## src/rtl/automata_pkg.sv

```systemverilog
// Shared types and constants for the table-programmed Mealy automaton.
// Defaults here match the default parameters of table_automata.
package automata_pkg;

    localparam int IN_W_D     = 8;
    localparam int OUT_W_D    = 8;
    localparam int N_STATES_D = 6;
    localparam int SW_D       = $clog2(N_STATES_D);
    localparam int N_RULES_D  = 4;
    localparam int RW_D       = $clog2(N_RULES_D);
    localparam int CNT_W_D    = 16;

    typedef logic [SW_D-1:0] state_t;

    // Packed rule layout, MSB first: {valid, mask, value, ns, out}
    typedef struct packed {
        logic               valid;
        logic [IN_W_D-1:0]  mask;
        logic [IN_W_D-1:0]  value;
        state_t             ns;
        logic [OUT_W_D-1:0] out;
    } rule_t;

    localparam logic [OUT_W_D-1:0] OUT_ZERO = '0;

endpackage

```

## src/rtl/automata_rule_match.sv

```systemverilog
// Priority matcher over one state's rules; lowest-index matching rule wins.
// Ports: rules (N_RULES packed entries), u (input) -> hit, hit_rule, ns, out.
module automata_rule_match
    import automata_pkg::*;
#(
    parameter int IN_W    = IN_W_D,
    parameter int OUT_W   = OUT_W_D,
    parameter int SW      = SW_D,
    parameter int N_RULES = N_RULES_D,
    parameter int RW      = RW_D,
    parameter int RULE_W  = 1 + 2*IN_W + SW + OUT_W
) (
    input  logic [N_RULES-1:0][RULE_W-1:0] rules,
    input  logic [IN_W-1:0]                u,
    output logic                           hit,
    output logic [RW-1:0]                  hit_rule,
    output logic [SW-1:0]                  ns,
    output logic [OUT_W-1:0]               out
);

    localparam int NS_LSB = OUT_W;
    localparam int V_LSB  = OUT_W + SW;
    localparam int M_LSB  = V_LSB + IN_W;

    logic [IN_W-1:0] msk;
    logic [IN_W-1:0] val;

    // Scan from lowest priority upward so the last assignment is rule 0.
    always_comb begin
        hit      = 1'b0;
        hit_rule = '0;
        ns       = '0;
        out      = OUT_W'(OUT_ZERO);
        msk      = '0;
        val      = '0;
        for (int r = N_RULES - 1; r >= 0; r--) begin
            msk = rules[r][M_LSB +: IN_W];
            val = rules[r][V_LSB +: IN_W];
            if (rules[r][RULE_W-1] && ((u & msk) == (val & msk))) begin
                hit      = 1'b1;
                hit_rule = RW'(r);
                ns       = rules[r][NS_LSB +: SW];
                out      = rules[r][0 +: OUT_W];
            end
        end
    end

endmodule

```

## src/rtl/table_automata.sv

```systemverilog
// Table-programmed Mealy automaton with enable, runtime rule writes and a
// taken-transition counter. Ports: clk, rst (sync, active-low), EN, U,
// cfg_we/cfg_state/cfg_rule/cfg_data (rule write), C, state, next_state,
// hit, hit_rule, trans_cnt.
module table_automata
    import automata_pkg::*;
#(
    parameter int IN_W     = IN_W_D,
    parameter int OUT_W    = OUT_W_D,
    parameter int N_STATES = N_STATES_D,
    parameter int SW       = $clog2(N_STATES),
    parameter int N_RULES  = N_RULES_D,
    parameter int RW       = $clog2(N_RULES),
    parameter int CNT_W    = CNT_W_D,
    parameter int RULE_W   = 1 + 2*IN_W + SW + OUT_W
) (
    input  logic              clk,
    input  logic              rst,
    input  logic              EN,
    input  logic [IN_W-1:0]   U,
    input  logic              cfg_we,
    input  logic [SW-1:0]     cfg_state,
    input  logic [RW-1:0]     cfg_rule,
    input  logic [RULE_W-1:0] cfg_data,
    output logic [OUT_W-1:0]  C,
    output logic [SW-1:0]     state,
    output logic [SW-1:0]     next_state,
    output logic              hit,
    output logic [RW-1:0]     hit_rule,
    output logic [CNT_W-1:0]  trans_cnt
);

    logic [N_STATES-1:0][N_RULES-1:0][RULE_W-1:0] rule_q;
    logic [N_RULES-1:0][RULE_W-1:0]               cur_rules;

    logic             m_hit;
    logic [RW-1:0]    m_rule;
    logic [SW-1:0]    m_ns;
    logic [OUT_W-1:0] m_out;

    // Select the current state's rules without an out-of-range index.
    always_comb begin
        cur_rules = '0;
        for (int s = 0; s < N_STATES; s++) begin
            if (state == SW'(s)) begin
                cur_rules = rule_q[s];
            end
        end
    end

    automata_rule_match #(
        .IN_W    (IN_W),
        .OUT_W   (OUT_W),
        .SW      (SW),
        .N_RULES (N_RULES),
        .RW      (RW),
        .RULE_W  (RULE_W)
    ) u_match (
        .rules    (cur_rules),
        .u        (U),
        .hit      (m_hit),
        .hit_rule (m_rule),
        .ns       (m_ns),
        .out      (m_out)
    );

    // Illegal target state falls back to state 0 with zero output;
    // hit still reports that a rule fired.
    always_comb begin
        next_state = state;
        C          = OUT_W'(OUT_ZERO);
        if (m_hit) begin
            if (int'(m_ns) >= N_STATES) begin
                next_state = '0;
            end else begin
                next_state = m_ns;
                C          = m_out;
            end
        end
    end

    assign hit      = m_hit;
    assign hit_rule = m_rule;

    // Table writes land after this edge, so this cycle evaluates old entries.
    always_ff @(posedge clk) begin
        if (!rst) begin
            state     <= '0;
            trans_cnt <= '0;
            rule_q    <= '0;
        end else begin
            if (EN) begin
                state <= next_state;
                if (m_hit && (next_state != state)) begin
                    trans_cnt <= trans_cnt + CNT_W'(1);
                end
            end
            for (int s = 0; s < N_STATES; s++) begin
                for (int r = 0; r < N_RULES; r++) begin
                    if (cfg_we && cfg_state == SW'(s) &&
                        cfg_rule == RW'(r)) begin
                        rule_q[s][r] <= cfg_data;
                    end
                end
            end
        end
    end

endmodule

```

## config.mk

```make
export PLATFORM = sky130hd
export DESIGN_NAME = table_automata
export DESIGN_NICKNAME = d
export VERILOG_FILES = /design/src/rtl/automata_pkg.sv /design/src/rtl/automata_rule_match.sv /design/src/rtl/table_automata.sv
export SDC_FILE = /design/constraint.sdc
export NUM_CORES = 2
export LEC_CHECK = 0
export ABC_AREA = 0
export CORE_MARGIN = 8
export CORE_UTILIZATION = 47
export DETAILED_ROUTE_END_ITERATION = 7
export DONT_BUFFER_PORTS = 1
export PLACE_DENSITY_LB_ADDON = 0.1
export SLEW_MARGIN = 20
export SYNTH_ARGS = -nofsm -noshare
export SYNTH_HDL_FRONTEND = slang
export SYNTH_SLANG_ARGS = --single-unit
```

## constraint.sdc

```tcl
create_clock -name clk -period 5.26 [get_ports clk]
set_input_delay 0.789 -clock clk [delete_from_list [all_inputs] [get_ports clk]]
set_output_delay 0.789 -clock clk [all_outputs]
set_load 0.02 [all_outputs]
```

# --- Yosys cells after proc, flatten, opt, wreduce, memory -nomap -nowiden ---
# Cells that the tools add are included.
word_totals:
  regBits: 691
  inputBits: 45
  out_inout_bits: 33
  elab_cells: 119
classes:
  addsub: 1
  magnitude_cmp: 1
  eq_ne: 18
  mux: 26
  bitwise_logic: 8
  reduce_logical: 39
ops:
  columns: ["op", "n"]
  rows:
  - ["$mux 112", 6]
  - ["$and 8x8->8", 8]
  - ["$mux 8", 6]
  - ["$logic_and 1x1->1", 35]
  - ["$eq 8x8->1", 4]
  - ["$mux 3", 6]
  - ["$add 16x1->16 const B", 1]
  - ["$eq 3x2->1 const B", 4]
  - ["$eq 3x3->1 const B", 4]
  - ["$mux 2", 4]
  - ["$eq 3x1->1 const B", 2]
  - ["$logic_not 3->1", 2]
  - ["$eq 2x2->1 const B", 2]
  - ["$mux 1", 4]
  - ["$ge 3x3->1 const B", 1]
  - ["$ne 3x3->1", 1]
  - ["$eq 2x1->1 const B", 1]
  - ["$logic_not 2->1", 1]
  - ["$reduce_and 2->1", 1]

# --- Depth between registers and ports, before layout ---
logic_depth:
  depth_word: 20
  mapped_depth: 20
  ltp_nobuf: 13

# --- Cells and area by module ---
# A second synthesis with hierarchy kept.
unflattened:
  hier_cells: 4035
  hier_area_um2: 30219.0
modules_own_cells:
  columns: ["mod", "instances", "cells_each", "area_each_um2", "seq_area_each_um2"]
  rows:
  - ["table_automata", 1, 3897, 29314.4, 13833.3]
  - ["automata_rule_match", 1, 138, 904.6, 0.0]

# --- Worst setup path before layout ---
# OpenSTA, ideal clock, no wires.
synth_path:
  kind: "register to output"
  start: "register state[0]"
  end: "output C[2]"
  arrival_ps: 4116
  path_slack_ps: 355
  stages_incl_launch_ff: 18
  path_cell_list: "dfxtp_1 -> buf_4 -> buf_4 -> buf_2 -> buf_4 -> buf_2 -> buf_2 -> buf_2 -> buf_1 -> clkbuf_1 -> buf_1 -> mux2i_1 -> o21ai_0 -> nand2_1 -> o211ai_1 -> nand3_1 -> o21ai_0 -> and2_1"
synth_via:
  elab_chain_len: 17
synth_rtl:
  columns: ["item", "line", "rtl"]
  rows:
  - ["from (decl)", "table_automata.sv:26", "output logic [SW-1:0] state,"]
  - ["from (signal assigned)", "table_automata.sv:93", "state <= next_state;"]
  - ["$logic_not 3->1", "table_automata.sv:45", "if (state == SW'(s)) begin"]
  - ["$mux 112 (5 in series)", "table_automata.sv:45", null]
  - ["$mux 112 (*)", "table_automata.sv:45", null]
  - ["$and 8x8->8", "automata_rule_match.sv:39", "if (rules[r][RULE_W-1] && ((u & msk) == (val & msk))) begin"]
  - ["$eq 8x8->1", "automata_rule_match.sv:39", null]
  - ["$logic_and 1x1->1", "automata_rule_match.sv:39", null]
  - ["$mux 3 (4 in series)", "automata_rule_match.sv:39", null]
  - ["$ge 3x3->1", "table_automata.sv:73", "if (int'(m_ns) >= N_STATES) begin"]
  - ["$mux 8", "table_automata.sv:73", null]
  - ["$mux 8 (*)", "table_automata.sv:72", "if (m_hit) begin"]
  - ["to (decl)", "table_automata.sv:25", "output logic [OUT_W-1:0] C,"]
# Every way passes the cells marked *; elsewhere a longest branch is shown, timed or not.

# --- Worst setup path in the final report ---
layout_path:
  start: "register state[1]"
  end: "output C[5]"
# Same word-level chain as after synthesis.

==> metrics.md <==
| Metric | Value |
|---|---|
| CTS root buf | `clkbuf_16` |
| P_sw | `0.002560 W` |
| Number of synthesized register bits | `691` |
| Tot GR Track Use | `28.02%` |
| CP Max Fanout | `22` |
| Die ar. | `0.07364 mm²` |
| Largest family of logic cells by synthesized area | `simple AND/OR/NAND/NOR gates` |
| Initial antenna violation count | `2` |
| Clock edge transition at the registers on the reported setup and hold paths | `60 ps` |
| Syn Nets | `3977` |
| Combinational share of power | `3.9%` |
| Mux contribution to synthesized area | `9.928%` |
| Worst Path Arrival | `4340 ps` |
| Synth area leaders | `dfxtp_1 45%, nand2_1 18%, a21oi_1 12%` |
| IO buf count | `0` |
| Number of flops mapped to enable cells by yosys | `0` |
| Commonest cells in the netlist | `1434 x nand2_1, 731 x a21oi_1, 691 x dfxtp_1, 275 x clkbuf_1, 121 x mux2i_1` |
| Post-synthesis xor/xnor area fraction | `1.057%` |
| HPWL after DPL | `64.63 mm` |
| Multi-input gate area | `0.01548 mm²` |
| Minimum clock period | `5131 ps` |
| Grt total ovfl | `0` |
| Adder-Cell Fraction of Synth Area | `0.04082%` |
| Internal power | `0.008608 W` |
| Fin area | `0.03408 mm²` |
| DRC viols | `0` |
| Max Root-Sink Buffers | `3` |
| Compound-cell area share of the yosys netlist | `17.40%` |
| FILL cells | `6204` |
| Yosys warns | `0` |
| Via/cell ratio | `5.812` |
| Growth of design area from synthesis to finish | `11.20%` |
| Final ANT Viol Nets | `0` |
| VDD IR-drop max | `0.2099 mV` |
| Via count | `27371` |
| Setup Viol. Count Final | `0` |
| Sequential fraction of design power | `47.4%` |
| Drt wl/cell | `22.89 µm` |
| Max Clock Freq | `194.9 MHz` |
| Layout cells sized above 1 | `10.20%` |
| Worst Path Class, Setup | `flip-flop to output pin` |
| Post-Synth Simple-Gate Area | `21.60%` |
| Most frequent cell after synthesis | `nand2_1` |
| Synthesized cell area | `0.03065 mm²` |
| Net Sw Frac | `22.92%` |
| Share of the synthesized area in the top cell type | `45.13%` |
| Max-Cap Viols | `0` |
| Final Hold Fails | `0` |
| CTS buffer count | `76` |
| Row cnt | `93` |
| Leak | `10.62 nW` |
| Synth Area per Inst | `7.797 µm²` |
| Die X | `271.4 µm` |
| Clk sinks | `691` |
| Rel. slew slack | `44.72%` |
| Max Slew Vio Count | `0` |
| Synth cell types | `82` |
| Worst setup EP type | `output pin` |
| CTS tree | `done` |
| TritonRoute pass-1 iters | `6` |
| Worst Setup Start Kind | `flip-flop` |
| Number of H-tree levels | `3` |
| FF+latch area | `0.01384 mm²` |
| Total chip power | `0.01117 W` |
| Pwr dens | `327.7 mW/mm²` |
| Clock skew | `21.57 ps` |
| Async set-reset flop share out of synthesis | `0%` |
| Starting Density | `47.55%` |
| Clk_lat worst skew | `630 ps` |
| Sequential area share after synthesis | `45.13%` |
| Number of global-route vias before repair | `25784` |
| Dpl cell area | `0.03137 mm²` |
| Ys flop type | `dfxtp_1` |
| Largest net degree at the start of global routing | `151` |
| Hold buffer count at CTS | `0` |
| Chip Height | `271.4 µm` |
| Fin crit share | `97.55%` |
| Synth Instances | `3931` |
| Status | `completed` |
| Worst min-delay path category | `input pin to flip-flop` |
| Data required time of the worst path | `4470 ps` |
| Final Routed Wirelength | `107.8 mm` |
| Clock power frac | `48.7%` |
| Ports | `78` |
| Worst-Margin Slew | `820.5 ps` |
| Fin nets | `3841` |
| Cell taking the most area after synthesis | `dfxtp_1` |
| First-pass GRT wire length | `162.4 mm` |
| Iteration-0 DRC Markers | `2978` |
| Core ar. | `0.06446 mm²` |
| Placer Congestion | `0.8842` |
registers in the layout, summed over array words and instances (netlist names):
| register | flops |
|---|---|
| rule_q | 672 |
| trans_cnt | 16 |
| state | 3 |
path summary, 6_finish.rpt:
check	slack, ps	end	cells past startpoint	start
hold reg to reg	450	rule_q[146]	2	rule_q[146]
hold / removal	300	trans_cnt[3]	1	rst
setup reg to reg	410	trans_cnt[9]	13	state[1]
setup / recovery	130	C[5]	11	state[1]
final cells by class:
type | instances | area share, %
Clock inverter | 25 | 0.8517
Tap cell | 855 | 3.139
Timing Repair Buffer | 122 | 3.230
Clock buffer | 111 | 6.556
Multi-Input combinational cell | 2890 | 45.41
Sequential cell | 691 | 40.62
Antenna cell | 1 | 0.007342
Inverter | 14 | 0.1909
cell families after synthesis:
group,Yosys count
DFF,691
muxes,221
buffers and inverters,351
and+or+nand+nor,1673
AOI/OAI and AO/OA,957
xor gates and xnor gates,37
adders and majority gates,1
worst max-delay path, cell delays in order (launching register included):
cell and delay (ps):
dfxtp_4 460, buf_12 200, mux4_2 530, a221o_1 360, o2111ai_1 150, o2111ai_1 160, or4b_4 720, mux2_4 370
a31oi_4 300, a21oi_4 130, nor2b_1 150, buf_4 160
repair_timing:
action / CTS / global route
gates cloned: 0 / 1
resized for setup: 4 / 14
setup buffers: 2 / 9
endpoints found under the setup margin: 10 / 12
hold endpoints to repair: 0 / 0
pin swaps: 0 / 3
power by group through the flow:
stage          Combinational [W]  Sequential [W]  Clock (W)
2_1_floorplan           0.000366         0.00540          0
3_3_place_gp            0.000417         0.00541          0
3_5_place_dp            0.000419         0.00541          0
4_1_cts                 0.000424         0.00529    0.00551
5_1_grt                 0.000467         0.00530    0.00572
6_report                0.000438         0.00529    0.00544
placed cells by master, fill, tap and decap left out, types with 16 or more instances in the layout:
master     count
dfxtp_1      688
buf_4        105
clkbuf_1      16
o21ai_0       55
clkbuf_16     77
xor2_1        17
nor2_1        80
a21oi_1      730
mux2_2        32
nand2_1     1434
nor2b_1       17
nand3_1       37
clkbuf_8      18
o22ai_1       23
nor2_2        19
a22oi_1       24
mux4_2        62
xnor2_1       20
mux2i_1      119
routing by layer:
layer | vias up | track usage (%) | wire (µm)
li1 | 12966 | - | -
met1 | 13168 | 38.10 | 46760
met2 | 1037 | 44.81 | 49390
met3 | 200 | 4.985 | 8508
met4 | 0 | 9.333 | 3122
met5 | - | 0 | 0
through the flow:
step	cells	hold WS [ps]	setup TNS, ps	setup WS [ps]	utilization [%]
finish	4709	297.3	0	129.0	52.87
CTS	4698	266.3	0	8.729	52.63
detailed placement	4560	443.4	0	334.0	48.66
global route	4708	278.2	-0.3411	-0.3411	52.87
floorplan	3931	431.0	0	354.9	-
global placement	4560	438.8	0	409.5	48.66
(Power assumes the default switching activity.)
